`config.mk`:
```
export PLATFORM = sky130hd
export DESIGN_NAME = conv33_output_collector
export DESIGN_NICKNAME = d
export VERILOG_FILES = /design/src/rtl/conv33_pkg.sv /design/src/rtl/collector_fifo.sv /design/src/rtl/conv33_output_collector.sv
export SDC_FILE = /design/constraint.sdc
export NUM_CORES = 1
export LEC_CHECK = 0
export CORE_ASPECT_RATIO = 0.8
export CORE_MARGIN = 2
export CORE_UTILIZATION = 45
export CTS_CLUSTER_DIAMETER = 100
export DETAILED_ROUTE_END_ITERATION = 8
export PLACE_DENSITY_LB_ADDON = 0.12
export SLEW_MARGIN = 20
export SYNTH_ARGS = -nofsm -noshare
export SYNTH_HDL_FRONTEND = slang
export SYNTH_SLANG_ARGS = --single-unit
```
`constraint.sdc`:
```
create_clock -name clk -period 2.8 [get_ports clk]
set_input_delay 0.84 -clock clk [delete_from_list [all_inputs] [get_ports clk]]
set_output_delay 0.84 -clock clk [all_outputs]
set_load 0.01 [all_outputs]
```
`src/rtl/conv33_pkg.sv`:
```
// rtl/conv33_pkg.sv - shared defaults and pixel type for the 3x3 output collector
package conv33_pkg;
  localparam int DEF_WIDTH = 16;
  localparam int DEF_IMG_W = 64;
  localparam int DEF_IMG_H = 64;

  typedef logic [DEF_WIDTH-1:0] pixel_t;
endpackage

```
`src/rtl/collector_fifo.sv`:
```
// rtl/collector_fifo.sv - result FIFO with a registered head word and valid
module collector_fifo #(
  parameter int WIDTH = 16,
  parameter int DEPTH = 4
) (
  input  logic             clk,
  input  logic             reset,
  input  logic             push,
  input  logic [WIDTH-1:0] din,
  input  logic             pop,
  output logic             full,
  output logic             empty,
  output logic             head_valid,
  output logic [WIDTH-1:0] head_data
);
  localparam int AW = (DEPTH > 1) ? $clog2(DEPTH) : 1;

  logic [WIDTH-1:0] mem [DEPTH];
  logic [AW-1:0]    wr_ptr;
  logic [AW-1:0]    rd_ptr;
  logic [AW-1:0]    rd_next;
  logic [AW:0]      count;
  logic [AW:0]      count_next;
  logic             push_acc;
  logic             pop_acc;

  assign full     = (count == (AW+1)'(DEPTH));
  assign empty    = (count == '0);
  assign pop_acc  = pop && !empty;
  // A full FIFO still takes a push when the head leaves on the same edge.
  assign push_acc = push && (!full || pop_acc);
  assign rd_next  = pop_acc ? rd_ptr + 1'b1 : rd_ptr;

  always_comb begin
    count_next = count;
    if (push_acc && !pop_acc)
      count_next = count + 1'b1;
    else if (!push_acc && pop_acc)
      count_next = count - 1'b1;
  end

  always_ff @(posedge clk) begin
    if (push_acc)
      mem[wr_ptr] <= din;
  end

  // The head register tracks the entry at the next read pointer, bypassing
  // the array when that entry is the one being written this cycle.
  always_ff @(posedge clk) begin
    if (!reset) begin
      wr_ptr     <= '0;
      rd_ptr     <= '0;
      count      <= '0;
      head_valid <= 1'b0;
      head_data  <= '0;
    end else begin
      if (push_acc)
        wr_ptr <= wr_ptr + 1'b1;
      rd_ptr     <= rd_next;
      count      <= count_next;
      head_valid <= (count_next != '0);
      if (count_next != '0)
        head_data <= (push_acc && (wr_ptr == rd_next)) ? din : mem[rd_next];
    end
  end
endmodule

```
`src/rtl/conv33_output_collector.sv`:
```
// rtl/conv33_output_collector.sv - masks 3x3 warm-up samples and queues window results; option CONV33_COLLECTOR_OVF_COUNT_EN
module conv33_output_collector
  import conv33_pkg::*;
#(
  parameter int WIDTH      = DEF_WIDTH,
  parameter int IMG_W      = DEF_IMG_W,
  parameter int IMG_H      = DEF_IMG_H,
  parameter int FIFO_DEPTH = 4
) (
  input  logic             clk,
  input  logic             reset,
  input  logic             in_valid,
  input  logic [WIDTH-1:0] in_data,
  output logic             out_valid,
  output logic [WIDTH-1:0] out_data,
  input  logic             out_ready,
  output logic             frame_done,
  output logic             overflow
`ifdef CONV33_COLLECTOR_OVF_COUNT_EN
  ,
  output logic [15:0]      ovf_count
`endif
);
  localparam int CW = $clog2(IMG_W);
  localparam int RW = $clog2(IMG_H);

  logic [CW-1:0] col;
  logic [RW-1:0] row;
  logic          col_last;
  logic          row_last;
  logic          sample_ok;
  logic          fifo_full;
  logic          fifo_empty;
  logic          pop;
  logic          drop;

  assign col_last  = (col == CW'(IMG_W - 1));
  assign row_last  = (row == RW'(IMG_H - 1));
  // The first two rows and columns belong to line-buffer and window warm-up.
  assign sample_ok = in_valid && (row >= RW'(2)) && (col >= CW'(2));
  assign pop       = !fifo_empty && out_ready;
  assign drop      = sample_ok && fifo_full && !pop;

  always_ff @(posedge clk) begin
    if (!reset) begin
      col        <= '0;
      row        <= '0;
      frame_done <= 1'b0;
      overflow   <= 1'b0;
    end else begin
      frame_done <= in_valid && col_last && row_last;
      if (drop)
        overflow <= 1'b1;
      if (in_valid) begin
        if (col_last) begin
          col <= '0;
          row <= row_last ? '0 : row + 1'b1;
        end else begin
          col <= col + 1'b1;
        end
      end
    end
  end

`ifdef CONV33_COLLECTOR_OVF_COUNT_EN
  always_ff @(posedge clk) begin
    if (!reset)
      ovf_count <= '0;
    else if (drop && (ovf_count != 16'hFFFF))
      ovf_count <= ovf_count + 16'd1;
  end
`endif

  collector_fifo #(
    .WIDTH (WIDTH),
    .DEPTH (FIFO_DEPTH)
  ) u_fifo (
    .clk        (clk),
    .reset      (reset),
    .push       (sample_ok),
    .din        (in_data),
    .pop        (pop),
    .full       (fifo_full),
    .empty      (fifo_empty),
    .head_valid (out_valid),
    .head_data  (out_data)
  );
endmodule

```
# After elaboration in Yosys (flattened, before gate mapping)
# Memories as Yosys holds them, arrays and structs flattened. A register that Yosys moved wholly into a read port is not among the register bits.
# Cells that the tools add are included.
dict set report op_classes {
  n_addsub 6
  order_cmp 2
  n_reduce_logical 21
  n_mux 7
  n_eq_ne 3
}
# cell count
set ops {}
lappend ops {{$add 6x1->6 const B} 2}
lappend ops {{$eq 6x6->1 const B} 2}
lappend ops {{$ge 6x2->1 const B} 2}
lappend ops {{$mux 6} 2}
lappend ops {{$logic_and 1x1->1} 11}
lappend ops {{$logic_not 1->1} 6}
lappend ops {{$mux 3} 2}
lappend ops {{$add 2x1->2 const B} 2}
lappend ops {{$add 3x1->3 const B} 1}
lappend ops {{$eq 3x3->1 const B} 1}
lappend ops {{$logic_not 3->1} 1}
lappend ops {{$reduce_bool 3->1} 1}
lappend ops {{$sub 3x1->3 const B} 1}
lappend ops {{$mux 1} 2}
lappend ops {{$mux 2} 1}
lappend ops {{$reduce_and 2->1} 1}
lappend ops {{$logic_or 1x1->1} 1}
dict set report word_totals {
  output_inout_bits 19
  memories 1
  input_bits 20
  ram_bits 64
  regBits 22
  elab_cells 48
}
# name depth width read_ports rd_clocked_by_memory_dff write_ports line_no
set memory_table {}
lappend memory_table {u_fifo.mem 4 16 1 1 1 collector_fifo.sv:18} ;# logic [WIDTH-1:0] mem [DEPTH];

# Longest topological paths before layout
# Gate-level depths: netlist of the first run.
dict set report logic_depth {
  ltp_word 11
  ltp_mapped 11
  mapped_depth_nobuf 8
}

# By module
# Synthesis of the first run repeated with hierarchy kept, for this count alone.
dict set report hier_totals {
  cells_unflattened 440
  hier_area_um2 5357.6
}
# module area_each_um2 n_inst seq_area_each_um2 cells_each
set modules_own_cells {}
lappend modules_own_cells {collector_fifo 4636.9 1 2402.3 359}
lappend modules_own_cells {conv33_output_collector 720.7 1 280.3 81}

# Worst setup path after synthesis of the first run
# Ideal clock, no wire load.
dict set report synth_timing {
  path_kind {input to register}
  start {input port in_valid}
  end {register u_fifo.head_data[10] (read register of u_fifo.mem)}
  path_buffers 4
  cell_stages 9
  slack_ns -0.026
  setup_time_ns 0.091
  required_ns 2.709
  t_arrival_ns 2.735
  path_cell_list {clkbuf_1 -> o31a_4 -> nand3_1 -> or4_1 -> clkbuf_1 -> a22o_1 -> buf_6 -> buf_6 -> a311oi_1}
}
dict set report synth_via {
  elab_chain_len 8
  elab_cells_between_ends 9
  cone_classes {mux: 2; reduce/logical: 7}
}
# item line_no
set synth_lines {}
lappend synth_lines {{start: declaration} conv33_output_collector.sv:12} ;# input logic in_valid,
lappend synth_lines {{$logic_and 1x1->1 * (2 in a row)} conv33_output_collector.sv:40} ;# assign sample_ok = in_valid && (row >= RW'(2)) && (col >= CW'(2));
lappend synth_lines {{$logic_and 1x1->1 *} collector_fifo.sv:31} ;# assign push_acc = push && (!full || pop_acc);
lappend synth_lines {{$logic_not 1->1} collector_fifo.sv:38} ;# else if (!push_acc && pop_acc)
lappend synth_lines {{$logic_and 1x1->1} collector_fifo.sv:38}
lappend synth_lines {{$mux 3} collector_fifo.sv:38}
lappend synth_lines {{$mux 3 *} collector_fifo.sv:36} ;# if (push_acc && !pop_acc)
lappend synth_lines {{$reduce_bool 3->1 *} collector_fifo.sv:62} ;# if (count_next != '0)
lappend synth_lines {{end: declaration} collector_fifo.sv:14} ;# output logic [WIDTH-1:0] head_data
# Mark *: on every way between the ends. The rest lies on a longest branch, timed or not.
# A chain may end at the register's enable or synchronous reset.

# Worst setup path in the final report of the first run
dict set report layout_timing {
  start {input port in_valid}
  end {register u_fifo.head_data[7] (read register of u_fifo.mem)}
}
# The elaborated chain is that of the path after synthesis.

==> run summary, run 1 <==
=================================================================================================
Via count of the first global-routing pass                                                   3494
Number of vias per cell after detailed routing                                               5.72
Fill count                                                                                    899
Most instantiated library cell after synthesis                                           edfxtp_1
Port buffer count                                                                              38
Worst Setup Path Type                                                                input port to flip-flop
CP startpoint kind                                                                     input port
Stage delay of the slowest cell on the critical path                                       560 ps
Worst path setup slack after routing                                                       142 ps
Effective utilization at floorplan                                                          0.459
Count of antenna-violating nets left after detailed routing                                     0
Unrepaired setup endpoints after global routing                                             false
Final wirelength                                                                         11100 um
Crit path capture type                                                                  flip-flop
Detailed-routing iteration count for the pre-antenna-repair pass                                5
Minimum setup slack after placement                                                       -192 ps
Post-CTS Setup Bufs                                                                             0
Number of antenna violations at the first check in global routing                               0
Number of levels in the clock H-tree                                                            3
Number of distinct library cell variants in the gate-level netlist after synthesis             47
Area growth from synthesis to layout                                                        25.6%
Number of gates resized after CTS                                                               0
Post-route design area                                                               0.00586 mm^2
Top post-synthesis cells by count                                                    64 x edfxtp_1, 38 x dfxtp_1, 38 x nand3_1
Number of buffers on the longest clock path                                                     2
Worst endpoint required time                                                              3010 ps
Area of combinational cells with multiple inputs                                     0.00177 mm^2
Number of hold buffers added after CTS                                                          0
Met1 layer wirelength in the final routing                                                5080 um
FF-to-FF Start                                                                             col[1]
Leak pwr                                                                               0.00213 uW
Aggregate global routing overflow                                                               0
Cell area after technology mapping                                                   0.00467 mm^2
Cell count after synthesis                                                                    415
CTS root buffer                                                                         clkbuf_16
Remaining design rule violation count                                                           0
Iteration-0 DRC Markers                                                                       245
I/O pin total                                                                                  39
Topmost layer with routed signal wires                                                       met4
Setup-violating endpoint count in the final report                                              0
Core region area                                                                      0.0102 mm^2
Metal3 WL                                                                                  690 um
Most used flip-flop cell after synthesis                                                 edfxtp_1
Post-place instance area                                                             0.00556 mm^2
Slew of the pin with the lowest slew margin                                                555 ps
CTS tree                                                                                     done
Post-route worst hold slack                                                                485 ps
FF+latch count, synth                                                                         102
Detailed placer's ending HPWL                                                             7160 um
Antenna diode count                                                                             0
Avg WL per Cell                                                                           17.7 um
Detailed route wirelength on metal2                                                       5230 um
Final Hold Violating Endpoints                                                                  0
Mean cell area of the mapped netlist                                                    11.2 um^2
Portion of synthesized cell area occupied by the leading cell type                          0.412
Leading post-synthesis cells by cell area                                            edfxtp_1 41%, dfxtp_1 16%, nand3_1 4.1%
Sequential element share of the synthesized area                                            0.575
Type of the worst min-delay path                                                     flip-flop to flip-flop
Power per unit of standard cell area                                                  832 mW/mm^2
Arrival time of the worst setup path                                                      2870 ps
Number of enable flip-flop cells after synthesis                                               64
Die Wd                                                                                     118 um
Count of standard-cell rows                                                                    33
Worst ir drop on vdd                                                                       391 uV
Routability cong.                                                                           0.834
Worst-skew pair later-pin latency                                                          350 ps
Wire length of the first global-routing pass                                             17600 um
Area leader, netlist                                                                     edfxtp_1
Start point of the worst hold path                                                       overflow
Outcome                                                                              complete, no violations
Final Skew                                                                                5.74 ps
Total die area                                                                        0.0112 mm^2
Critical Path Start                                                                      in_valid
Maximum number of pins on one net before global-route repair                                   39
Share of cells above drive strength 1                                                       0.180
Worst-path cell with the longest stage delay                                         clkdlybuf4s50_1
Clock-pin slew of the registers on the worst-case setup and hold paths                      70 ps
Nets                                                                                          514
Total nets after synthesis                                                                    446
CTS buffer count                                                                                9
Total track usage                                                                           0.205
Final Cycle Share                                                                           0.949
Count of vias placed by the detailed router                                                  3591
Maximum fanout along the worst path                                                            11
Slew headroom                                                                               0.630
Height of the die                                                                         95.1 um
Number of sinks handled by clock tree synthesis                                               102
Cells along the critical path                                                        clkdlybuf4s50_1 -> o31a_4 -> nand3_1 -> or4_1 -> buf_4 -> a221oi_1 -> a311oi_1
Highest achievable clock rate                                                             376 MHz
Area occupied by registers                                                           0.00268 mm^2
Max-slew violation count                                                                        0
Shortest clock period the worst path allows after layout                                  2660 ps
Proportion of synthesized flip-flops having asynchronous set or reset                           0
Number of max-cap violations                                                                    0
Number of warning messages in the yosys log                                                     0
Final-layout setup total negative slack                                                      0 ps
=================================================================================================
-- final timing paths --
| check | slack (ps) | cells after the start | end |
|---|---|---|---|
| setup / recovery | 140 | 7 | u_fifo.head_data[7] |
| hold / removal | 480 | 2 | overflow |
| setup reg to reg | 160 | 8 | u_fifo.head_data[7] |
| hold reg to reg | 480 | 2 | overflow |
-- final cells by class --
type | instances | area share
flip-flops and latches | 102 | 0.458
multi-input cells | 258 | 0.302
repair buffers | 87 | 0.145
clock buffers | 9 | 0.0384
well taps | 140 | 0.0299
inverters | 25 | 0.0160
clock inverters | 7 | 0.0113
-- logic make-up after synthesis --
| family | count (synthesis) | synth area share |
|---|---|---|
| flip-flops | 102 | 0.575 |
| buffers and inverters | 55 | 0.0493 |
| adder cells (fa/ha/maj) | 11 | 0.0295 |
| XOR/XNOR | 13 | 0.0274 |
| multiplexers | 1 | 0.00215 |
| AND/OR/NAND/NOR | 128 | 0.146 |
| AO/OA/AOI/OAI | 105 | 0.171 |
-- registers in the layout (all words and copies together) (netlist names) --
name               count
col                    6
u_fifo.head_data      16
u_fifo.mem            64
u_fifo.rd_ptr          2
row                    6
overflow               1
u_fifo.count           3
u_fifo.wr_ptr          2
frame_done             1
u_fifo.head_valid      1
-- layout by cell type (no fill, tap or decap), types with 8 or more instances in the layout --
master	count
edfxtp_1	64
buf_4	41
nand3_1	38
dfxtp_1	38
clkdlybuf4s50_1	38
inv_1	24
nor2_1	22
o21ai_0	22
and3_1	19
or2_2	16
a21boi_0	16
a221oi_1	16
a311oi_1	16
o311ai_0	15
ha_1	11
nand2_1	9
clkbuf_16	9
buf_12	8
-- worst max-delay path, delay by kind of cell --
| family | cells | cell delay (ps) |
|---|---|---|
| AND/OR/NAND/NOR | 2 | 630 |
| buffers and inverters | 2 | 780 |
| AO/OA/AOI/OAI | 3 | 620 |
-- per-layer routing --
metal  GRT usage  up-vias
li1            -     1706
met1       0.266     1768
met2       0.347      107
met3      0.0461       10
met4      0.0643        0
met5           0        -
-- stage by stage --
step / utilization / instances / power [uW]
finish: 0.577 / 628 / 4880
global route: 0.577 / 628 / 5130
CTS: 0.576 / 628 / 4900
detailed placement: 0.548 / 612 / 3670
global placement: 0.548 / 612 / 3640
floorplan: - / 415 / 2860
-- power by group --
part | internal [uW] | total, uW | switching (uW)
registers | 1730 | 1840 | 112
logic | 928 | 1830 | 905
clock network | 621 | 1200 | 581
(Power assumes the default switching activity.)
==> inputs of run 2 (changes only) <==
--- a/config.mk
+++ b/config.mk
@@ -10,6 +10,7 @@
 export CORE_UTILIZATION = 45
 export CTS_CLUSTER_DIAMETER = 100
 export DETAILED_ROUTE_END_ITERATION = 8
+export MAX_ROUTING_LAYER = met4
 export PLACE_DENSITY_LB_ADDON = 0.12
 export SLEW_MARGIN = 20
 export SYNTH_ARGS = -nofsm -noshare
==> constraint.sdc (replaced) <==
create_clock -name clk -period 2.4 [get_ports clk]
set_input_delay 0.72 -clock clk [delete_from_list [all_inputs] [get_ports clk]]
set_output_delay 0.72 -clock clk [all_outputs]
set_load 0.01 [all_outputs]
==> run summary, run 2 (synthesis gave the netlist of run 1 again) <==
=====================================================================================
Outcome                                                                  finished, violations left
Violations in the final reports                                          setup timing
Count of antenna-violating nets left after detailed routing                         0   unchanged
Max-slew violation count                                                            0   unchanged
Power consumption                                                             6380 uW   +31%
Die Wd                                                                         118 um   unchanged
Antenna diode count                                                                 0   unchanged
Iteration-0 DRC Markers                                                           181   -26%
Highest achievable clock rate                                                 391 MHz
Most common library cell in the layout ignoring fill and taps                edfxtp_1
Number of buffers on the longest clock path                                         2   unchanged
Final-layout setup total negative slack                                      -2210 ps   -2210 ps
Via count of the first global-routing pass                                       3545   +1.5%
Number of vias per cell after detailed routing                                   5.54   -3.0%
Worst Setup Path Type                                                    flip-flop to flip-flop
I/O pin total                                                                      39   unchanged
Worst-skew pair later-pin latency                                              350 ps   about the same
Unrepaired setup endpoints after global routing                                  true
Crit path capture type                                                      flip-flop
Worst path setup slack after routing                                          -159 ps   -301 ps
Cells along the critical path                                            or4_4 -> o31a_4 -> buf_6 -> and3_4 -> or3_4 -> a22o_4 -> buf_6 -> a311oi_1
Effective utilization at floorplan                                              0.459   unchanged
Met1 layer wirelength in the final routing                                    5220 um   +2.9%
Share of cells above drive strength 1                                           0.281   +0.101
CTS root buffer                                                             clkbuf_16
Shortest clock period the worst path allows after layout                      2560 ps
Detailed route wirelength on metal2                                           5300 um   +1.5%
Power per unit of standard cell area                                     1010 mW/mm^2   +22%
Comb power frac                                                                 0.436   +0.060
Fill count                                                                        844   -6.1%
Wire length of the first global-routing pass                                 18500 um   +5.1%
Topmost layer with routed signal wires                                           met4
Final Cycle Share                                                                1.07
Area growth from synthesis to layout                                            35.1%
Worst ir drop on vdd                                                           625 uV   +60%
Detailed-routing iteration count for the pre-antenna-repair pass                    4   -1
Height of the die                                                             95.1 um   unchanged
Worst-path cell with the longest stage delay                                    or4_4
Type of the worst min-delay path                                         flip-flop to flip-flop
Arrival time of the worst setup path                                          2820 ps   -50 ps
Number of max-cap violations                                                        0   unchanged
Sw Ratio                                                                        0.331   +0.00273
Post-route insts no fill                                                          648   +3.2%
CTS buffer count                                                                    9   unchanged
Stage delay of the slowest cell on the critical path                           540 ps   -20 ps
NetSw                                                                         2110 uW   +32%
Crit path buf inv count                                                             2   unchanged
Core region area                                                          0.0102 mm^2   unchanged
Aggregate global routing overflow                                                   0   unchanged
CP startpoint kind                                                          flip-flop
Worst endpoint required time                                                  2660 ps   -350 ps
Metal3 WL                                                                      882 um   +28%
Routability cong.                                                               0.869   +4.3%
Detailed placer's ending HPWL                                                 7380 um   +3.1%
Biggest register                                                           u_fifo.mem
Slew headroom                                                                   0.553   -0.0770
Total track usage                                                               0.223   +0.0177
Most common cell type on the critical path                                      buf_6
Nets                                                                              534   +3.9%
Cell internal pwr                                                             4270 uW   +30%
Minimum setup slack after placement                                           -506 ps   -315 ps
Final Skew                                                                    9.26 ps   +3.52 ps
Number of antenna violations at the first check in global routing                   0   unchanged
Cell family contributing the most delay on the critical path             simple AND/OR/NAND/NOR gates
Portion of total power attributed to sequential cells                           0.339   -0.038
Clock share of power                                                            0.225   -0.022
Number of flip-flops under the largest register name                               64   unchanged
Port buffer count                                                                  38   unchanged
Total die area                                                            0.0112 mm^2   unchanged
Registers with the highest flip-flop counts                              u_fifo.mem x64, u_fifo.head_data x16
Maximum fanout along the worst path                                                 7   -4
Remaining design rule violation count                                               0   unchanged
Number of sinks handled by clock tree synthesis                                   102   unchanged
Setup-violating endpoint count in the final report                                 17   +17
Final Hold Violating Endpoints                                                      0   unchanged
Count of standard-cell rows                                                        33   unchanged
Most frequent cells in the layout                                        64 x edfxtp_1, 55 x buf_4, 37 x nand3_1, 37 x clkdlybuf4s50_1, 36 x dfxtp_1
Maximum number of pins on one net before global-route repair                       34   -13%
Avg WL per Cell                                                               17.7 um   about the same
Leak pwr                                                                   0.00231 uW   +8.5%
Clock-pin slew of the registers on the worst-case setup and hold paths          70 ps   about the same
Count of vias placed by the detailed router                                      3593   +0.056%
Number of levels in the clock H-tree                                                3   unchanged
Slew of the pin with the lowest slew margin                                    670 ps   +115 ps
Final wirelength                                                             11500 um   +3.2%
Count of placed standard cells including taps                                     628   +2.6%
CTS tree                                                                         done
=====================================================================================
run 2: worst register-to-register path, stage by stage (launching register included):
cell and delay, ps:
dfxtp_2 330, or4_4 540, o31a_4 300, buf_6 130, and3_4 160, or3_4 390
a22o_4 250, buf_6 140, a311oi_1 230
run 2: per-stage QoR:
step | hold slack [ps] | area, um^2 | utilization
2_1_floorplan | 463 | 4700 | -
6_report | 474 | 6300 | 0.621
3_5_place_dp | 461 | 5650 | 0.557
3_3_place_gp | 460 | 5650 | 0.557
4_1_cts | 477 | 6130 | 0.604
5_1_grt | 544 | 6300 | 0.621
run 2: power groups by stage:
stage / Clock (uW) / Sequential [uW] / Combinational (uW)
6_report: 1430 / 2160 / 2780
5_1_grt: 1540 / 2180 / 3000
4_1_cts: 1470 / 2150 / 2450
3_5_place_dp: 0 / 2170 / 2100
3_3_place_gp: 0 / 2170 / 2070
2_1_floorplan: 0 / 2190 / 1160
run 2: layout make-up:
| class | instances | area [um^2] | area share |
|---|---|---|---|
| clock buffer | 10 | 229 | 0.0363 |
| tap | 140 | 175 | 0.0278 |
| inverter | 25 | 93.8 | 0.0149 |
| timing repair buffer | 107 | 1000 | 0.159 |
| clock inverter | 6 | 61.3 | 0.00972 |
| sequential | 102 | 2690 | 0.426 |
| multi-input combinational | 258 | 2060 | 0.327 |
run 2: worst paths after layout:
path,startpoint,end,slack (ps),cells past startpoint
worst max register to register,col[5],u_fifo.head_data[0],-160,8
worst max-delay path,col[5],u_fifo.head_data[0],-160,8
worst min register to register,overflow,overflow,470,2
worst min-delay path,overflow,overflow,470,2
run 2: what timing repair did:
item,4_1_cts,5_1_grt
gates resized for setup,34,31
pin swaps,2,4
setup buffers,0,2
hold buffers,0,0
cloned,1,1
endpoints found under the setup margin,17,19
run 2: per-layer routing:
layer	global-route usage	vias to the layer above
met3	0.0598	6
li1	-	1765
met5	-	-
met2	0.350	108
met1	0.292	1714
met4	0.0492	0
==> inputs of run 3 (changes only) <==
--- a/config.mk
+++ b/config.mk
@@ -12,7 +12,6 @@
 export DETAILED_ROUTE_END_ITERATION = 8
 export MAX_ROUTING_LAYER = met4
 export PLACE_DENSITY_LB_ADDON = 0.12
-export SLEW_MARGIN = 20
 export SYNTH_ARGS = -nofsm -noshare
 export SYNTH_HDL_FRONTEND = slang
 export SYNTH_SLANG_ARGS = --single-unit
==> results of run 3 <==
Same layout as run 2: the final DEF is identical, and so are final timing and power.
